`config.mk`:
```
export PLATFORM = sky130hd
export DESIGN_NAME = mem_port_arbiter
export DESIGN_NICKNAME = d
export VERILOG_FILES = /design/src/rtl/mem_port_arbiter.sv
export SDC_FILE = /design/constraint.sdc
export NUM_CORES = 1
export LEC_CHECK = 0
export CORE_UTILIZATION = 45
export CTS_BUF_LIST = sky130_fd_sc_hd__clkbuf_8
export CTS_CLUSTER_SIZE = 8
export DETAILED_ROUTE_END_ITERATION = 6
export GPL_TIMING_DRIVEN = 0
export PLACE_DENSITY = 0.88
export SYNTH_ARGS = -nofsm -noshare
export SYNTH_HDL_FRONTEND = slang
export SYNTH_SLANG_ARGS = --single-unit
```
`constraint.sdc`:
```
create_clock -name clk -period 4.5 [get_ports clk]
set_clock_uncertainty 0.15 [all_clocks]
set_input_delay 0.9 -clock clk [delete_from_list [all_inputs] [get_ports clk]]
set_output_delay 0.9 -clock clk [all_outputs]
set_load 0.05 [all_outputs]
```
`src/rtl/mem_port_arbiter.sv`:
```
// ---------------------------------------------------------------------------
// mem_port_arbiter : one-transaction-at-a-time arbiter for the shared RAM port
// (IF=0, DAT=1, DBG=2), with a DBG anti-starvation override.  Rev 1.0
// ---------------------------------------------------------------------------
`default_nettype none

module mem_port_arbiter #(
  parameter int AW         = 8,
  parameter int DW         = 16,
  parameter int RD_LAT     = 1,
  parameter int STARVE_LIM = 4
) (
  input  logic          clk,
  input  logic          reset,
  input  logic          if_req,
  input  logic [AW-1:0] if_addr,
  input  logic          dat_req,
  input  logic          dat_we,
  input  logic [AW-1:0] dat_addr,
  input  logic [DW-1:0] dat_wdata,
  input  logic          dbg_req,
  input  logic          dbg_we,
  input  logic [AW-1:0] dbg_addr,
  input  logic [DW-1:0] dbg_wdata,
  output logic [2:0]    gnt,
  output logic [2:0]    done,
  output logic [DW-1:0] rdata,
  output logic          busy,
  output logic [1:0]    owner,
  output logic [AW-1:0] mem_addr,
  output logic [DW-1:0] mem_wdata,
  output logic          mem_write,
  input  logic [DW-1:0] mem_rdata
);

  typedef enum logic [1:0] {
    IDLE = 2'd0,
    ACC  = 2'd1,
    LAT  = 2'd2,
    DONE = 2'd3
  } state_t;

  localparam logic [1:0] LAT_LOAD   = (RD_LAT > 1) ? 2'(RD_LAT - 2) : 2'd0;
  localparam logic [3:0] STARVE_THR = 4'(STARVE_LIM);

  state_t          state, state_nxt;
  logic [1:0]      owner_q;
  logic            we_q;
  logic [AW-1:0]   addr_q;
  logic [DW-1:0]   wdata_q;
  logic [DW-1:0]   rdata_q;
  logic [1:0]      lat_cnt;
  logic [3:0]      starve_cnt;

  logic            any_req;
  logic            dbg_force;
  logic [1:0]      win;
  logic            win_we;
  logic [AW-1:0]   win_addr;
  logic [DW-1:0]   win_wdata;

  // Winner selection: DAT > IF > DBG, unless DBG has lost too often.
  always_comb begin
    any_req   = if_req | dat_req | dbg_req;
    dbg_force = dbg_req && (starve_cnt >= STARVE_THR);
    win       = 2'd0;
    win_we    = 1'b0;
    win_addr  = if_addr;
    win_wdata = '0;
    if (dbg_force) begin
      win       = 2'd2;
      win_we    = dbg_we;
      win_addr  = dbg_addr;
      win_wdata = dbg_wdata;
    end else if (dat_req) begin
      win       = 2'd1;
      win_we    = dat_we;
      win_addr  = dat_addr;
      win_wdata = dat_wdata;
    end else if (if_req) begin
      win       = 2'd0;
      win_addr  = if_addr;
    end else if (dbg_req) begin
      win       = 2'd2;
      win_we    = dbg_we;
      win_addr  = dbg_addr;
      win_wdata = dbg_wdata;
    end
  end

  always_ff @(posedge clk or negedge reset) begin
    if (!reset) state <= IDLE;
    else        state <= state_nxt;
  end

  // Outputs depend only on registered state/owner/latched operands.
  always_comb begin
    state_nxt = state;
    gnt       = 3'b000;
    done      = 3'b000;
    busy      = 1'b1;
    mem_write = 1'b0;
    mem_addr  = addr_q;
    mem_wdata = wdata_q;
    case (state)
      IDLE: begin
        busy      = 1'b0;
        mem_addr  = '0;
        mem_wdata = '0;
        if (any_req) state_nxt = ACC;
      end
      ACC: begin
        gnt       = 3'b001 << owner_q;
        mem_write = we_q;
        if (we_q || (RD_LAT == 1)) state_nxt = DONE;
        else                       state_nxt = LAT;
      end
      LAT: begin
        if (lat_cnt == 2'd0) state_nxt = DONE;
      end
      DONE: begin
        done      = 3'b001 << owner_q;
        state_nxt = IDLE;
      end
      default: state_nxt = IDLE;
    endcase
  end

  always_ff @(posedge clk or negedge reset) begin
    if (!reset) begin
      owner_q    <= 2'd0;
      we_q       <= 1'b0;
      addr_q     <= '0;
      wdata_q    <= '0;
      rdata_q    <= '0;
      lat_cnt    <= 2'd0;
      starve_cnt <= 4'd0;
    end else begin
      case (state)
        IDLE: begin
          if (any_req) begin
            owner_q <= win;
            we_q    <= win_we;
            addr_q  <= win_addr;
            wdata_q <= win_wdata;
          end
          // A pending DBG request implies a grant this cycle, so every
          // dbg_req-high IDLE cycle is a lost or won arbitration.
          if (!dbg_req || (win == 2'd2)) starve_cnt <= 4'd0;
          else if (starve_cnt != 4'hF)   starve_cnt <= starve_cnt + 4'd1;
        end
        ACC: begin
          if (!we_q) begin
            if (RD_LAT == 1) rdata_q <= mem_rdata;
            else             lat_cnt <= LAT_LOAD;
          end
        end
        LAT: begin
          if (lat_cnt == 2'd0) rdata_q <= mem_rdata;
          else                 lat_cnt <= lat_cnt - 2'd1;
        end
        default: ;
      endcase
    end
  end

  assign rdata = rdata_q;
  assign owner = owner_q;

endmodule

`default_nettype wire

```
* Word-level counts from Yosys, hierarchy flattened
Cells that the tools add are included.
** Word-level totals
- Bits in writable memories :: 0
- Memories kept :: 0
- Memory bits (read-only) :: 0
- Logic and storage cells :: 65
- Bits of input ports :: 79
- Flip-flop bits (word level) :: 51
- Output and inout bits :: 50
- Latch bits :: 0
** Cells by class
- Bitwise gates (word level) :: 3
- Magnitude comparators :: 1
- Eq/ne operators :: 8
- Muxes and demuxes :: 30
- Add/sub/neg operators :: 2
- Divide/modulo/power cells :: 0
- $mul :: 0
- Shift-type cells :: 1
- Reduce and logical (&&, ||, !) cells :: 12
** Operators with widths (count)
- 16-bit two-way mux :: 7
- 8-bit two-way mux :: 5
- 16-bit case mux with 2 select lines :: 1
- 2-bit two-way mux :: 6
- 4-bit two-way mux :: 2
- 2-bit case mux with 4 select lines :: 1
- 2-bit AND reduction :: 4
- 2-bit equality test, second input constant :: 3
- 1-bit two-way mux :: 6
- 3-bit two-way mux :: 2
- 2-bit != test, second input constant :: 3
- 4-bit by 1-bit adder with 4-bit output, second input constant :: 1
- 4-bit by 3-bit >= comparator with 1-bit output, second input constant :: 1
- 2-bit zero test :: 2
- 4-bit != test, second input constant :: 1
- 2-bit nonzero test :: 2
- 3-bit AND reduction :: 1
- 1-bit by 2-bit left shift with 3-bit output, first input constant :: 1
- 2-bit by 1-bit equality test with 1-bit output, second input constant :: 1
- 1-bit bitwise OR :: 2
- 2-bit by 1-bit subtractor with 2-bit output, second input constant :: 1
- 1-bit logical AND :: 1
- 1-bit zero test :: 1
- 1-bit logical OR :: 1
- 1-bit NOT :: 1

* Logic depth before layout (Yosys ltp)
- Depth after elaboration :: 8
- Depth in mapped cells :: 7
- Gate-level depth less buffers :: 5

* Worst setup path before layout
OpenSTA, ideal clock, no wires.
- Path type :: reg2out
- Start :: register state[1]
- End :: output port gnt[0]
- Buffers on the path :: 0
- Setup slack :: 1.611 ns
- Required time :: 3.450 ns
- Arrival :: 1.839 ns
- Stages on the path, launching flop included :: 4
- Path through :: dfrtp_1 > inv_1 > ha_1 > nor3b_1
** Between the ends
- Word-level cells in the longest chain between the ends :: 2
** RTL lines
- from (decl) :: line 46 : state_t state, state_nxt;
- from (signal assigned) :: line 93 : else state <= state_nxt;
- 2-bit by 1-bit equality test with 1-bit output :: line 105 : case (state)
- 3-bit two-way mux :: line 105
- to (decl) :: line 25 : output logic [2:0] gnt,
Every way passes these cells.

* Worst setup path in the final report
- Start :: register state[0]
- End :: output port mem_addr[0]
** Between the ends
- Word-level cells in the longest chain between the ends :: 2
** RTL lines
- 2-bit zero test :: line 105
- 8-bit two-way mux :: line 105
- to (decl) :: line 30 : output logic [AW-1:0] mem_addr,
Every way passes these cells.

==> results.py <==
metrics = {
    "yosys": {
        "synth-seq-area-share_pct": 47.8,
        "syn-cell-area_um2": 2670,
        "yosysWarningCount": 0,
        "synthTopCellsByArea": "dfrtp_1, mux2_2, a221o_2, nor2b_1, a211oi_1",
        "syn-num-nets": 312,
        "synthCells": 226,
        "ys_ff_latch": 51,
        "synth-edff-count": 0,
        "syn_avg_cell_area_um2": 11.8,
        "ys_types": 37,
        "async_reset_ff_share_pct": 100,
        "yosysTopAreaCell": "dfrtp_1",
        "synth_top_area_share_pct": 47.8,
        "synth_flop_cell": "dfrtp_1",
    },
    "routing": {
        "drt_pre_antenna_iters": 4,
        "drt_wl_total_um": 7040,
        "wl_per_cell_um": 16.2,
        "drtIter0Drc": 76,
        "ant_nets": 0,
        "viasPerCell": 5.35,
        "vias": 2327,
        "drc": 0,
    },
    "clocking": {
        "postCtsSetupBuffers": 0,
        "insertion_delay_ns": 0.32,
        "cts_hold_buf": 0,
        "clkTransAtPathRegs_ns": 0.10,
        "h-tree-depth": 2,
        "cts_made_buffers": 5,
        "clockBufferDepth": 2,
        "cts_root_buffer": "clkbuf_8",
        "cts_tree": "yes",
        "clock_sinks": 51,
        "cts_resized": 0,
    },
    "placed_design": {
        "dp.cells": 427,
        "dpl_cell_area_um2": 4060,
        "dp_hpwl_um": 5450,
        "place.port_buffers": 128,
        "gp_congestion": 0.816,
    },
    "finish": {
        "antenna_cells": 0,
        "final_cell_area_um2": 4150,
        "fin_cells": 435,
        "nets": 448,
        "drive_above_1_share_pct": 17.9,
        "syn2layout_area_growth_pct": 55.4,
    },
    "setup_path": {
        "r2r_cells": 6,
        "critPathLaunchType": "flop",
        "cp.arrival_ns": 2.64,
        "critPathRequiredTime_ns": 3.45,
        "worst_path_max_delay_cell": "clkdlybuf4s50_1",
        "worstPathCellList": "inv_1, ha_1, buf_2, clkbuf_1, nor2b_1, clkdlybuf4s50_1",
        "crit_fanout": 10,
        "slowest_delay_ns": 0.75,
        "worstSetupPathType": "flop to output pin",
        "critPathCaptureType": "output pin",
    },
    "floorplan": {
        "core_region_area_um2": 5610,
        "die_height_um": 79.1,
        "io_pins": 129,
        "die-area_um2": 6250,
        "num_rows": 27,
        "fp.dieW_um": 79.1,
        "initial_core_util_pct": 47.7,
    },
    "sta": {
        "slew_headroom_pct": 63.7,
        "period_needed_ns": 3.69,
        "slew_viol_final": 0,
        "finalCritPeriodShare_pct": 81.9,
        "setup_viol": 0,
        "tns_ns": 0,
        "rsz0062_at_grt": "no",
        "max_freq_mhz": 271,
        "finalHoldViolCount": 0,
        "worst_pin_slew_ns": 0.542,
    },
    "global_routing": {
        "grt_overflow": 0,
        "track_usage_pct": 23.8,
        "grt_pass1_wl_um": 11400,
        "grt_pass1_vias": 2408,
        "grt_max_degree": 34,
        "antenna_found_initial": 0,
    },
    "job": {
        "max-cap-violations": 0,
    },
    "pwr": {
        "p_per_area_nw_per_um2": 744,
        "ir_drop_uv": 468,
        "p_leak_nw": 1.74,
    },
    "outcome": {
        "outcome": "finished clean",
    },
    "hold_path": {
        "whs_path_depth": 2,
        "hold_class": "flop to flop",
    },
}
==> cells in the final DEF, fill, tap and decap left out, types with 2 or more instances in the layout <==
cell             instances
ha_1                     7
mux2_2                  18
inv_6                    2
nand2_1                 10
and3b_1                  4
buf_6                    2
clkbuf_8                 6
o41ai_1                  8
a221o_2                 17
and2_1                  17
buf_4                    5
nor2_1                   3
a211oi_1                16
clkbuf_1                 4
nor2_2                   2
inv_1                    5
clkdlybuf4s50_1        127
buf_2                    4
nor2b_1                 25
nor3b_1                 10
dfrtp_1                 51
==> power by group <==
group	switching, mW	internal, mW
Sequential	0.109	0.663
Clock	0.170	0.114
Combinational	1.22	0.816
Total	1.50	1.59
==> final cells by class <==
cell class                 instances  area [um2]
timing repair buffer             129        1300
clock buffer                       5        68.8
sequential                        51        1280
inverter                           6        22.5
multi-input combinational        154        1270
buffer                            15         104
clock inverter                     3        25.0
fill                             399        1460
tap                               72        90.1
==> worst paths after layout <==
| check | startpoint | to | slack [ns] |
|---|---|---|---|
| max in group asynchronous | reset | addr_q[5] | 3.29 |
| min | addr_q[3] | addr_q[3] | 0.33 |
| max | state[0] | mem_addr[0] | 0.81 |
| max reg2reg | state[0] | rdata[1] | 2.37 |
| min reg2reg | addr_q[3] | addr_q[3] | 0.33 |
| min in group asynchronous | reset | wdata_q[10] | 0.37 |
==> synthesized netlist by cell type, drive strengths merged (2+ instances only) <==
| master | instances |
|---|---|
| dfrtp | 51 |
| nor2b | 25 |
| and2 | 18 |
| mux2 | 18 |
| a221o | 17 |
| a211oi | 16 |
| buf | 10 |
| nand2 | 10 |
| nor3b | 10 |
| o41ai | 8 |
| ha | 7 |
| inv | 6 |
| clkbuf | 5 |
| nor2 | 5 |
| and3b | 4 |
| a21o | 2 |
| a21oi | 2 |
| a22o | 2 |
==> flip-flops by register name, summed over array words and instances, names as in the netlist <==
name	cells
starve_cnt	4
lat_cnt	2
addr_q	8
state	2
owner	2
wdata_q	16
we_q	1
rdata	16
==> per-layer routing <==
layer  routed length (um)  share of wire (%)  track usage [%]
met5                    0                  0                0
met3                  417                5.9             4.02
met2                 3510                 50             40.4
met4                  234                3.3             10.7
met1                 2890                 41             29.5
==> worst max-delay path, delay by kind of cell (launching register included) <==
| family | cells | cell delay [ns] |
|---|---|---|
| buffers and inverters | 4 | 1.56 |
| and+or+nand+nor | 1 | 0.10 |
| adders and majority gates | 1 | 0.24 |
| DFF | 1 | 0.42 |
==> through the flow <==
stage                     power [mW]  hold WS, ns  utilization [%]  worst slack (ns)
after floorplan                 2.16        0.285                -              1.61
final                           3.09        0.328             74.1             0.812
after CTS                       3.11        0.332             74.1             0.761
after global routing            3.26        0.358             74.1             0.637
after global placement          2.79        0.303             72.1             0.874
after detailed placement        2.83        0.309             72.4              1.09
==> logic make-up (layout without fill, tap and decap cells) <==
group,Yosys count,in the layout,share of synthesized area [%]
adder cells (fa/ha/maj),7,7,3.28
multiplexers,19,19,7.96
AO/OA/AOI/OAI,50,50,17.7
AND/OR/NAND/NOR,77,77,18.3
buffers and inverters,21,158,4.73
flip-flops,51,51,47.8
XOR/XNOR,1,1,0.328
No activity file was read; power rests on OpenSTA's default activity.
